### config.mk
export PLATFORM = sky130hd
export DESIGN_NAME = k12a_alu_seq
export DESIGN_NICKNAME = d
export VERILOG_FILES = /design/src/rtl/k12a_alu_seq_pkg.sv /design/src/rtl/k12a_alu_seq_mplr.sv /design/src/rtl/k12a_alu_seq.sv
export SDC_FILE = /design/constraint.sdc
export NUM_CORES = 1
export LEC_CHECK = 0
export ABC_AREA = 1
export CAP_MARGIN = 25
export CELL_PAD_IN_SITES_DETAIL_PLACEMENT = 0
export CELL_PAD_IN_SITES_GLOBAL_PLACEMENT = 1
export CORE_MARGIN = 4
export CORE_UTILIZATION = 30
export CTS_CLUSTER_SIZE = 10
export DETAILED_ROUTE_END_ITERATION = 16
export PLACE_DENSITY = 0.67
export SYNTH_ARGS = -nofsm -noshare
export SYNTH_HDL_FRONTEND = slang
export SYNTH_HIERARCHICAL = 1
export SYNTH_SLANG_ARGS = --single-unit
### constraint.sdc
create_clock -name clock -period 4.6 [get_ports clock]
set_clock_uncertainty 0.1 [all_clocks]
set_input_delay 1.38 -clock clock [delete_from_list [all_inputs] [get_ports clock]]
set_output_delay 1.38 -clock clock [all_outputs]
set_load 0.02 [all_outputs]
### src/rtl/k12a_alu_seq_pkg.sv
// rtl/k12a_alu_seq_pkg.sv - shared types and ALU function codes for the k12a ALU sequencer
package k12a_alu_seq_pkg;

  typedef enum logic [1:0] {
    ALU_SEQ_OP_ASR_N = 2'd0,
    ALU_SEQ_OP_MUL   = 2'd1
  } alu_seq_op_t;

  typedef enum logic [2:0] {
    ST_IDLE    = 3'd0,
    ST_ASR     = 3'd1,
    ST_MUL_ADD = 3'd2,
    ST_MUL_DBL = 3'd3,
    ST_DONE    = 3'd4
  } alu_seq_state_t;

  typedef enum logic {
    ALU_OPERAND_SEL_B   = 1'b0,
    ALU_OPERAND_SEL_IMM = 1'b1
  } alu_operand_sel_t;

  localparam logic [2:0] ALU_FN_PASS = 3'd0;
  localparam logic [2:0] ALU_FN_ADD  = 3'd4;
  localparam logic [2:0] ALU_FN_ASR  = 3'd6;

endpackage

### src/rtl/k12a_alu_seq_mplr.sv
// rtl/k12a_alu_seq_mplr.sv - multiplier shift register and 3-bit step counter
// Remaining-zero flag exists only when K12A_ALU_SEQ_EARLY_EXIT_EN is defined.
module k12a_alu_seq_mplr (
  input  logic       i_clock,
  input  logic       i_reset_n,
  input  logic       i_load,
  input  logic [7:0] i_mplr,
  input  logic       i_shift,
  output logic       o_bit,
`ifdef K12A_ALU_SEQ_EARLY_EXIT_EN
  output logic       o_rest_zero,
`endif
  output logic       o_last_step
);

  logic [7:0] r_mplr;
  logic [2:0] r_step;

  always_ff @(posedge i_clock or negedge i_reset_n) begin
    if (!i_reset_n) begin
      r_mplr <= 8'd0;
      r_step <= 3'd0;
    end else if (i_load) begin
      r_mplr <= i_mplr;
      r_step <= 3'd0;
    end else if (i_shift) begin
      r_mplr <= {1'b0, r_mplr[7:1]};
      r_step <= r_step + 3'd1;
    end
  end

  assign o_bit       = r_mplr[0];
  assign o_last_step = (r_step == 3'd7);
`ifdef K12A_ALU_SEQ_EARLY_EXIT_EN
  assign o_rest_zero = (r_mplr[7:1] == 7'd0);
`endif

endmodule

### src/rtl/k12a_alu_seq.sv
// rtl/k12a_alu_seq.sv - multi-cycle ASR-by-N and shift-and-add multiply sequencer for the k12a ALU
// Optional MUL early exit: K12A_ALU_SEQ_EARLY_EXIT_EN.
module k12a_alu_seq
  import k12a_alu_seq_pkg::*;
(
  input  logic             clock,
  input  logic             reset_n,
  input  logic             cmd_valid,
  output logic             cmd_ready,
  input  logic [1:0]       cmd_op,
  input  logic [7:0]       cmd_a,
  input  logic [7:0]       cmd_b,
  output logic             rsp_valid,
  input  logic             rsp_ready,
  output logic [7:0]       rsp_data,
  output logic             rsp_err,
  output logic [7:0]       alu_a,
  output logic [7:0]       alu_b,
  output logic [2:0]       alu_fn,
  output alu_operand_sel_t alu_operand_sel,
  output logic             alu_load,
  input  logic [7:0]       alu_result
);

  alu_seq_state_t r_state;
  alu_seq_state_t w_state_nxt;

  logic [7:0] r_acc;
  logic [7:0] r_mcand;
  logic [7:0] r_prod;
  logic [2:0] r_cnt;
  logic [7:0] r_rsp_data;
  logic       r_rsp_err;

  logic w_accept;
  logic w_bit;
  logic w_last_step;
`ifdef K12A_ALU_SEQ_EARLY_EXIT_EN
  logic w_rest_zero;
`endif

  assign w_accept        = cmd_valid && (r_state == ST_IDLE);
  assign cmd_ready       = (r_state == ST_IDLE);
  assign rsp_valid       = (r_state == ST_DONE);
  assign rsp_data        = r_rsp_data;
  assign rsp_err         = r_rsp_err;
  assign alu_operand_sel = ALU_OPERAND_SEL_B;

  k12a_alu_seq_mplr u_mplr (
    .i_clock     (clock),
    .i_reset_n   (reset_n),
    .i_load      (w_accept),
    .i_mplr      (cmd_b),
    .i_shift     (r_state == ST_MUL_DBL),
    .o_bit       (w_bit),
`ifdef K12A_ALU_SEQ_EARLY_EXIT_EN
    .o_rest_zero (w_rest_zero),
`endif
    .o_last_step (w_last_step)
  );

  always_ff @(posedge clock or negedge reset_n) begin
    if (!reset_n) r_state <= ST_IDLE;
    else          r_state <= w_state_nxt;
  end

  // ALU drive is decoded only from registered state so it cannot glitch on input changes.
  always_comb begin
    w_state_nxt = r_state;
    alu_a       = 8'd0;
    alu_b       = 8'd0;
    alu_fn      = ALU_FN_PASS;
    alu_load    = 1'b0;
    case (r_state)
      ST_IDLE: begin
        if (cmd_valid) begin
          case (cmd_op)
            ALU_SEQ_OP_ASR_N: w_state_nxt = (cmd_b[2:0] == 3'd0) ? ST_DONE : ST_ASR;
`ifdef K12A_ALU_SEQ_EARLY_EXIT_EN
            ALU_SEQ_OP_MUL:   w_state_nxt = (cmd_b == 8'd0) ? ST_DONE : ST_MUL_ADD;
`else
            ALU_SEQ_OP_MUL:   w_state_nxt = ST_MUL_ADD;
`endif
            default:          w_state_nxt = ST_DONE;
          endcase
        end
      end
      ST_ASR: begin
        alu_a    = r_acc;
        alu_fn   = ALU_FN_ASR;
        alu_load = 1'b1;
        if (r_cnt == 3'd1) w_state_nxt = ST_DONE;
      end
      ST_MUL_ADD: begin
        alu_a    = r_prod;
        alu_b    = r_mcand;
        alu_fn   = w_bit ? ALU_FN_ADD : ALU_FN_PASS;
        alu_load = 1'b1;
`ifdef K12A_ALU_SEQ_EARLY_EXIT_EN
        w_state_nxt = w_rest_zero ? ST_DONE : ST_MUL_DBL;
`else
        w_state_nxt = ST_MUL_DBL;
`endif
      end
      ST_MUL_DBL: begin
        alu_a       = r_mcand;
        alu_b       = r_mcand;
        alu_fn      = ALU_FN_ADD;
        alu_load    = 1'b1;
        w_state_nxt = w_last_step ? ST_DONE : ST_MUL_ADD;
      end
      ST_DONE: begin
        if (rsp_ready) w_state_nxt = ST_IDLE;
      end
      default: w_state_nxt = ST_IDLE;
    endcase
  end

  // The product only changes on ADD steps, so the response tracks the latest ADD or ASR result.
  always_ff @(posedge clock or negedge reset_n) begin
    if (!reset_n) begin
      r_acc      <= 8'd0;
      r_mcand    <= 8'd0;
      r_prod     <= 8'd0;
      r_cnt      <= 3'd0;
      r_rsp_data <= 8'd0;
      r_rsp_err  <= 1'b0;
    end else begin
      case (r_state)
        ST_IDLE: begin
          if (cmd_valid) begin
            r_acc      <= cmd_a;
            r_mcand    <= cmd_a;
            r_prod     <= 8'd0;
            r_cnt      <= cmd_b[2:0];
            r_rsp_data <= cmd_a;
            r_rsp_err  <= (cmd_op != ALU_SEQ_OP_ASR_N) && (cmd_op != ALU_SEQ_OP_MUL);
`ifdef K12A_ALU_SEQ_EARLY_EXIT_EN
            if ((cmd_op == ALU_SEQ_OP_MUL) && (cmd_b == 8'd0)) r_rsp_data <= 8'd0;
`endif
          end
        end
        ST_ASR: begin
          r_acc      <= alu_result;
          r_cnt      <= r_cnt - 3'd1;
          r_rsp_data <= alu_result;
        end
        ST_MUL_ADD: begin
          r_prod     <= alu_result;
          r_rsp_data <= alu_result;
        end
        ST_MUL_DBL: begin
          r_mcand <= alu_result;
        end
        default: begin
        end
      endcase
    end
  end

endmodule

==> impl_results.md, run 1 <==
- Outcome: complete, no violations
- Die X: ~100 um
- CTS max path bufs: 2
- Cells along the critical path: inv_2 > nand3_4 > inv_2 > nand2_1 > o221ai_1 > clkdlybuf4s50_1
- FF-to-FF End: u_mplr/r_mplr[6]
- Crit Path Class: reg -> out
- CTS tree: yes
- Stages on worst setup path: 6
- Hold crit path type: reg -> reg
- WL final: 7230 um
- VDD IR-drop max: 0.201 mV
- Hold WS: 384 ps
- Yosys reg bits: 50
- Hold_sp: u_mplr/r_step[2]
- Port Buf Inserts: 59
- Initial antenna violation count: 0
- Crit path required time: 3120 ps
- DIE AREA: 10700 sq um
- Max-cap violations: 0
- Worst Setup EP: alu_a[6]
- Final hold violations: 0
- CTS buffer count: 5
- RD Place Congestion: 0.786
- Vias in the first global route: 2337
- DIE HEIGHT: 103 um
- Post-Place Cells: 518
- Clock sink count: 50
- Final period utilization: between 80% and 90%
- CP max stage cell: clkdlybuf4s50_1
- Via count: 2410
- Mapped Area: 2730 sq um
- Row count: 34
- Count of cell types in the netlist: 26
- RSZ-0062 raised after global routing: no
- Final setup vio count: 0
- Post-CTS Setup Repair Bufs: 0
- Core area: approximately 9000 sq um
- Final Slew Violations: 0
- Hold-fix buffers, CTS: 0
- Post-DP HPWL: 5390 um
- Via density per instance: approximately 4.6
- Mean post-synth cell area: 7.55 sq um
- PostCTS Resize Cnt: 0
- Leak Pwr: approximately 1.7 nW
- Largest net degree at the start of global routing: 34
- Root Driver: clkbuf_8
- Clk Latency, worst-skew pair: approximately 300 ps
- Minimum clock period: 3790 ps
- Top Ports: 62
- FF-to-FF Start: r_state[2]
- DR DRC count: 0
- Endpoint type of the worst setup path: output port
- Final net count: 451
- Worst-path clk slew: 90 ps
- Cell count after synthesis: 361
- Pwr/cell area: 621 nW/um^2
- Slew at the pin with the worst max-slew slack: 912 ps
- Synth-to-layout area growth: 27.7%
- CP bufs+invs: 3
- H-tree depth: 2
- Starting density of the core: 31.1%
- GRT Total Usage: 14.0%
- First-pass GRT wire length: 11900 um
- WP data arrival: approximately 2300 ps
- Synth warn: 6
- FF-to-FF path depth: 6
- Critical Path Start Type: flip-flop
- DR pass1 iterations: 4
- Global route total overflow: 0
- Fin Setup TNS: 0 ps
- Post-DR wirelength/cell: 13.7 um
- Crit path top cell by count: inv_2
- Fmax: 264 MHz
- Most common cell after layout, fill and taps aside: nand2_1
- Starting DRT DRC Count: 100
- Slew HR: 39.0%
- Critical path's largest stage delay: 650 ps
- Ant diodes: 0
- Crit path from: r_state[2]
- Fin cells: 526
- Register area share after synthesis: 45.9%
- Most frequent cells in the layout: nand2_1 (145), clkdlybuf4s50_1 (58), dfrtp_1 (50), inv_1 (35), nand3_1 (28)
- Antenna Nets Post-Route: 0
- Worst path top cell family by delay: buffers and inverters
- Critical path peak fanout: 19
- Reg-to-reg setup timing slack: 2450 ps
- Share of layout cells above drive strength 1: 7.89%
- Filler cells: 938
[synth_stat cells, drive strengths merged]
master	instances	area, sq um
a21oi	3	15.0
buf	13	93.8
conb	1	3.75
dfrtp	50	1250
ha	4	50.1
inv	45	169
nand2	150	581
nand3	29	158
nand3b	1	7.51
nor2	23	141
nor3	1	5.00
o211ai	1	7.51
o21a	1	7.51
o21ai	23	115
o221ai	8	70.1
o22ai	8	50.1
[worst min-delay path by stage]
stage | cells after the start | slack, ps | to
global route | 2 | 420 | u_mplr/r_step[1]
finish | 2 | 380 | u_mplr/r_step[2]
floorplan | 2 | 340 | u_mplr/r_mplr[7]
global placement | 2 | 360 | u_mplr/r_step[2]
detailed placement | 2 | 360 | rsp_err
CTS | 2 | 390 | u_mplr/r_mplr[7]
[layer usage]
layer / up-vias / global-route usage [%] / routed length (um)
met5: - / 0 / 0
met4: 0 / 3.29 / 62
met3: 4 / 2.41 / 386
met2: 54 / 21.2 / 3120
met1: 1106 / 21.0 / 3650
li1: 1246 / - / -
[area by class of cell]
class / count / area (sq um) / area share, %
Clock buffer: 6 / 72.6 / 2.08
Sequential cell: 50 / 1250 / 35.9
Multi-Input combinational cell: 254 / 1210 / 34.9
Inverter: 45 / 169 / 4.85
Timing Repair Buffer: 61 / 601 / 17.3
Clock inverter: 2 / 37.5 / 1.08
Tap cell: 108 / 135 / 3.88
[through the flow]
stage | instance area (sq um) | total power [W] | setup WS, ps | utilization, %
6_report | 3480 | 0.00216 | 808 | 39.7
5_1_grt | 3480 | 0.00236 | 592 | 39.7
4_1_cts | 3480 | 0.00220 | 784 | 39.7
3_5_place_dp | 3370 | 0.00187 | 1130 | 38.5
3_3_place_gp | 3370 | 0.00187 | 1190 | 38.5
2_1_floorplan | 2730 | 0.00151 | 1820 | -
[registers in the layout (all words and copies together) (netlist names)]
register       flops
r_prod             8
r_state            3
r_cnt              3
u_mplr/r_step      3
rsp_data           8
u_mplr/r_mplr      8
r_acc              8
r_mcand            8
rsp_err            1
[worst register-to-register path: cells and delay by family, from the launching register on]
family / cells / cell delay (ps)
DFF: 1 / 450
and+or+nand+nor: 5 / 1360
buffers and inverters: 1 / 130
[power by group]
group | switching [W] | internal, W | total (W)
combinational | 0.000702 | 0.000413 | 0.00111
sequential | 0.000102 | 0.000634 | 0.000736
clock | 0.000147 | 0.000162 | 0.000310
[cell families (layout without fill, tap and decap cells)]
kind of cell    count (synthesis)  in the layout  share of synthesized area (%)
other cells                     1              2                          0.138
simple gates                  204            204                           32.7
flops                          50             50                           45.9
compound gates                 44             44                           9.73
fa+ha+maj                       4              4                           1.84
buf+inv                        58            114                           9.64
(Power assumes the default switching activity.)
==> run 2, diff against run 1 <==
Clock period 4.6 ns to 3.8 ns, I/O delays scaled along.
==> run 2 against run 1 <==
Net effect: clock power increased by 23%; die area is the same; wire length fell by 0.32%; sequential power rose by 21%; final cell count grew 0.19%; critical endpoint is now alu_a[0]; global-route usage increased by 0.14 points; largest power group unchanged; highest routed layer unchanged; worst setup slack got worse by 580 ps; count of clock-buffer cells in the layout did not move; utilization rose by 0.086 points; register-to-register slack got worse by 820 ps; critical path depth stayed put.
==> impl_results.md, run 2 (same netlist as run 1, synthesis figures left out) <==
- Vias in the first global route: 2362 (+1.1%)
- Reg-to-reg setup timing slack: 1630 ps (-820 ps)
- DR pass1 iterations: 5 (+1)
- Met1 usage: 21.0% (+0.042 points)
- Final period utilization: 94.1%
- Ant diodes: 0 (unchanged)
- Slew HR: 35.6% (-3.4 points)
- Crit Path Class: reg -> out
- Final Slew Violations: 0 (unchanged)
- Synth-to-layout area growth: 28.0%
- Starting DRT DRC Count: 126 (+26%)
- Outcome: complete, no violations
- Global route total overflow: 0 (unchanged)
- Leak Pwr: 1.73 nW (+0.25%)
- VDD IR-drop max: 0.208 mV (+3.0%)
- Via density per instance: 4.53 (-1.1%)
- RD Place Congestion: 0.786 (unchanged)
- Fmax: 280 MHz
- Fin cells: 527 (+0.19%)
- FF-to-FF Start: r_state[2]
- Starting density of the core: 31.1% (unchanged)
- Clk Latency, worst-skew pair: 300 ps (about the same)
- Critical Path Start Type: flip-flop
- Crit path from: r_state[2]
- Post-DR wirelength/cell: 13.7 um (-0.51%)
- Hold-fix buffers, CTS: 0 (unchanged)
- Area of the multi-input gates: 1210 sq um (unchanged)
- Pwr/cell area: 753 nW/um^2 (+21%)
- Hold EP: u_mplr/r_step[0]
- WP data arrival: 2340 ps (+30 ps)
- Hold_sp: u_mplr/r_step[0]
- Seq. cell area: 1250 sq um (unchanged)
- Grt met3 use: 2.35% (-0.067 points)
- Final net count: 452 (+0.22%)
- Worst-path clk slew: 100 ps (about the same)
- Critical path peak fanout: 19 (unchanged)
- Endpoint type of the worst setup path: output port
- Minimum clock period: 3580 ps
- Design Area, Final: 3490 sq um (+0.22%)
- Post-Place Cells: 519 (+0.19%)
- RSZ-0062 raised after global routing: no
- FF-to-FF path depth: 6 (unchanged)
- Port Buf Inserts: 59 (unchanged)
- CTS max path bufs: 2 (unchanged)
- Crit path required time: 2560 ps (-560 ps)
- Top Ports: 62 (unchanged)
- Hold WS: 381 ps (-3.19 ps)
- Busiest layer in global routing: met2
- GRT Total Usage: 14.2% (+0.14 points)
- DIE AREA: 10700 sq um (unchanged)
- Most common cell after layout, fill and taps aside: nand2_1
- Crit path top cell by count: inv_2
- Post-DP Area: 3380 sq um (+0.22%)
- Root Driver: clkbuf_8
- Row count: 34 (unchanged)
- Final setup vio count: 0 (unchanged)
- WL final: 7200 um (-0.32%)
- Post-CTS Setup Repair Bufs: 0 (unchanged)
- First-pass GRT wire length: 12000 um (+0.40%)
- FF-to-FF End: u_mplr/r_mplr[1]
- Fin Setup TNS: 0 ps (unchanged)
- Die X: 103 um (unchanged)
- Cells along the critical path: inv_2 > nand3_4 > inv_2 > nand2_1 > o221ai_1 > clkdlybuf4s50_1
- CTS tree: yes
- Initial antenna violation count: 0 (unchanged)
- H-tree depth: 2 (unchanged)
- Via count: 2389 (-0.87%)
- Slew at the pin with the worst max-slew slack: 963 ps (+50.8 ps)
- Hold crit path type: reg -> reg
- Largest net degree at the start of global routing: 31 (-8.8%)
- CP max stage cell: clkdlybuf4s50_1
- PostCTS Resize Cnt: 0 (unchanged)
- Share of layout cells above drive strength 1: 8.11% (+0.22 points)
- Post-DP HPWL: 5410 um (+0.39%)
- CTS buffer count: 5 (unchanged)
- Antenna Nets Post-Route: 0 (unchanged)
- Critical path's largest stage delay: 630 ps (-20 ps)
- DIE HEIGHT: 103 um (unchanged)
- Max-cap violations: 0 (unchanged)
- Most frequent cells in the layout: nand2_1 (145), clkdlybuf4s50_1 (58), dfrtp_1 (50), inv_1 (35), nand3_1 (28)
- DR DRC count: 0 (unchanged)
- Hold Crit Depth: 1 (-1)
- Core area: 8760 sq um (unchanged)
- Clock sink count: 50 (unchanged)
- Filler cells: 943 (+0.53%)
- Final hold violations: 0 (unchanged)
- M2 GR Usage: 21.6% (+0.35 points)
-- run 2: cell types whose count changed in the layout (fill, tap and decap cells not counted), sizes merged --
cell,delta
buf,+1
-- run 2: power breakdown --
| part | switching [W] | internal (W) | total [W] |
|---|---|---|---|
| logic | 0.000851 | 0.000505 | 0.00136 |
| clock network | 0.000183 | 0.000197 | 0.000380 |
| registers | 0.000124 | 0.000768 | 0.000892 |
| total | 0.00116 | 0.00147 | 0.00263 |
-- run 2: area by class of cell --
| class | instances | share of cell area (%) |
|---|---|---|
| Multi-Input combinational cell | 254 | 34.8 |
| Sequential cell | 50 | 35.9 |
| Inverter | 45 | 4.84 |
| Tap cell | 108 | 3.87 |
| Timing Repair Buffer | 62 | 17.4 |
| Clock inverter | 2 | 1.08 |
| Clock buffer | 6 | 2.08 |
-- run 2: per-layer routing --
| layer | vias to the layer above | part of all wire [%] | wire length [um] |
|---|---|---|---|
| li1 | 1244 | - | - |
| met1 | 1093 | 51 | 3690 |
| met2 | 50 | 44 | 3140 |
| met3 | 2 | 4.5 | 322 |
| met5 | - | 0 | 0 |
| met4 | 0 | 0.71 | 51 |
-- run 2: worst max-delay path by stage --
stage | end | slack (ps) | cells after the start
global route | alu_a[0] | 90 | 6
detailed placement | alu_a[4] | 560 | 6
global placement | alu_a[4] | 630 | 6
finish | alu_a[0] | 220 | 6
floorplan | alu_a[0] | 1260 | 4
CTS | alu_a[0] | 210 | 6
-- run 2: critical path, delay by kind of cell, from the launching register on --
family | cells | cell delay [ps]
AND/OR/NAND/NOR | 2 | 330
flip-flops | 1 | 460
AO/OA/AOI/OAI | 1 | 90
buffers and inverters | 3 | 1140
-- run 2: stage by stage --
step | power (W) | utilization, % | setup WS (ps)
finish | 0.00263 | 39.8 | 223
global placement | 0.00227 | 38.5 | 630
floorplan | 0.00182 | - | 1260
global route | 0.00287 | 39.8 | 85.5
detailed placement | 0.00227 | 38.5 | 559
CTS | 0.00267 | 39.8 | 208
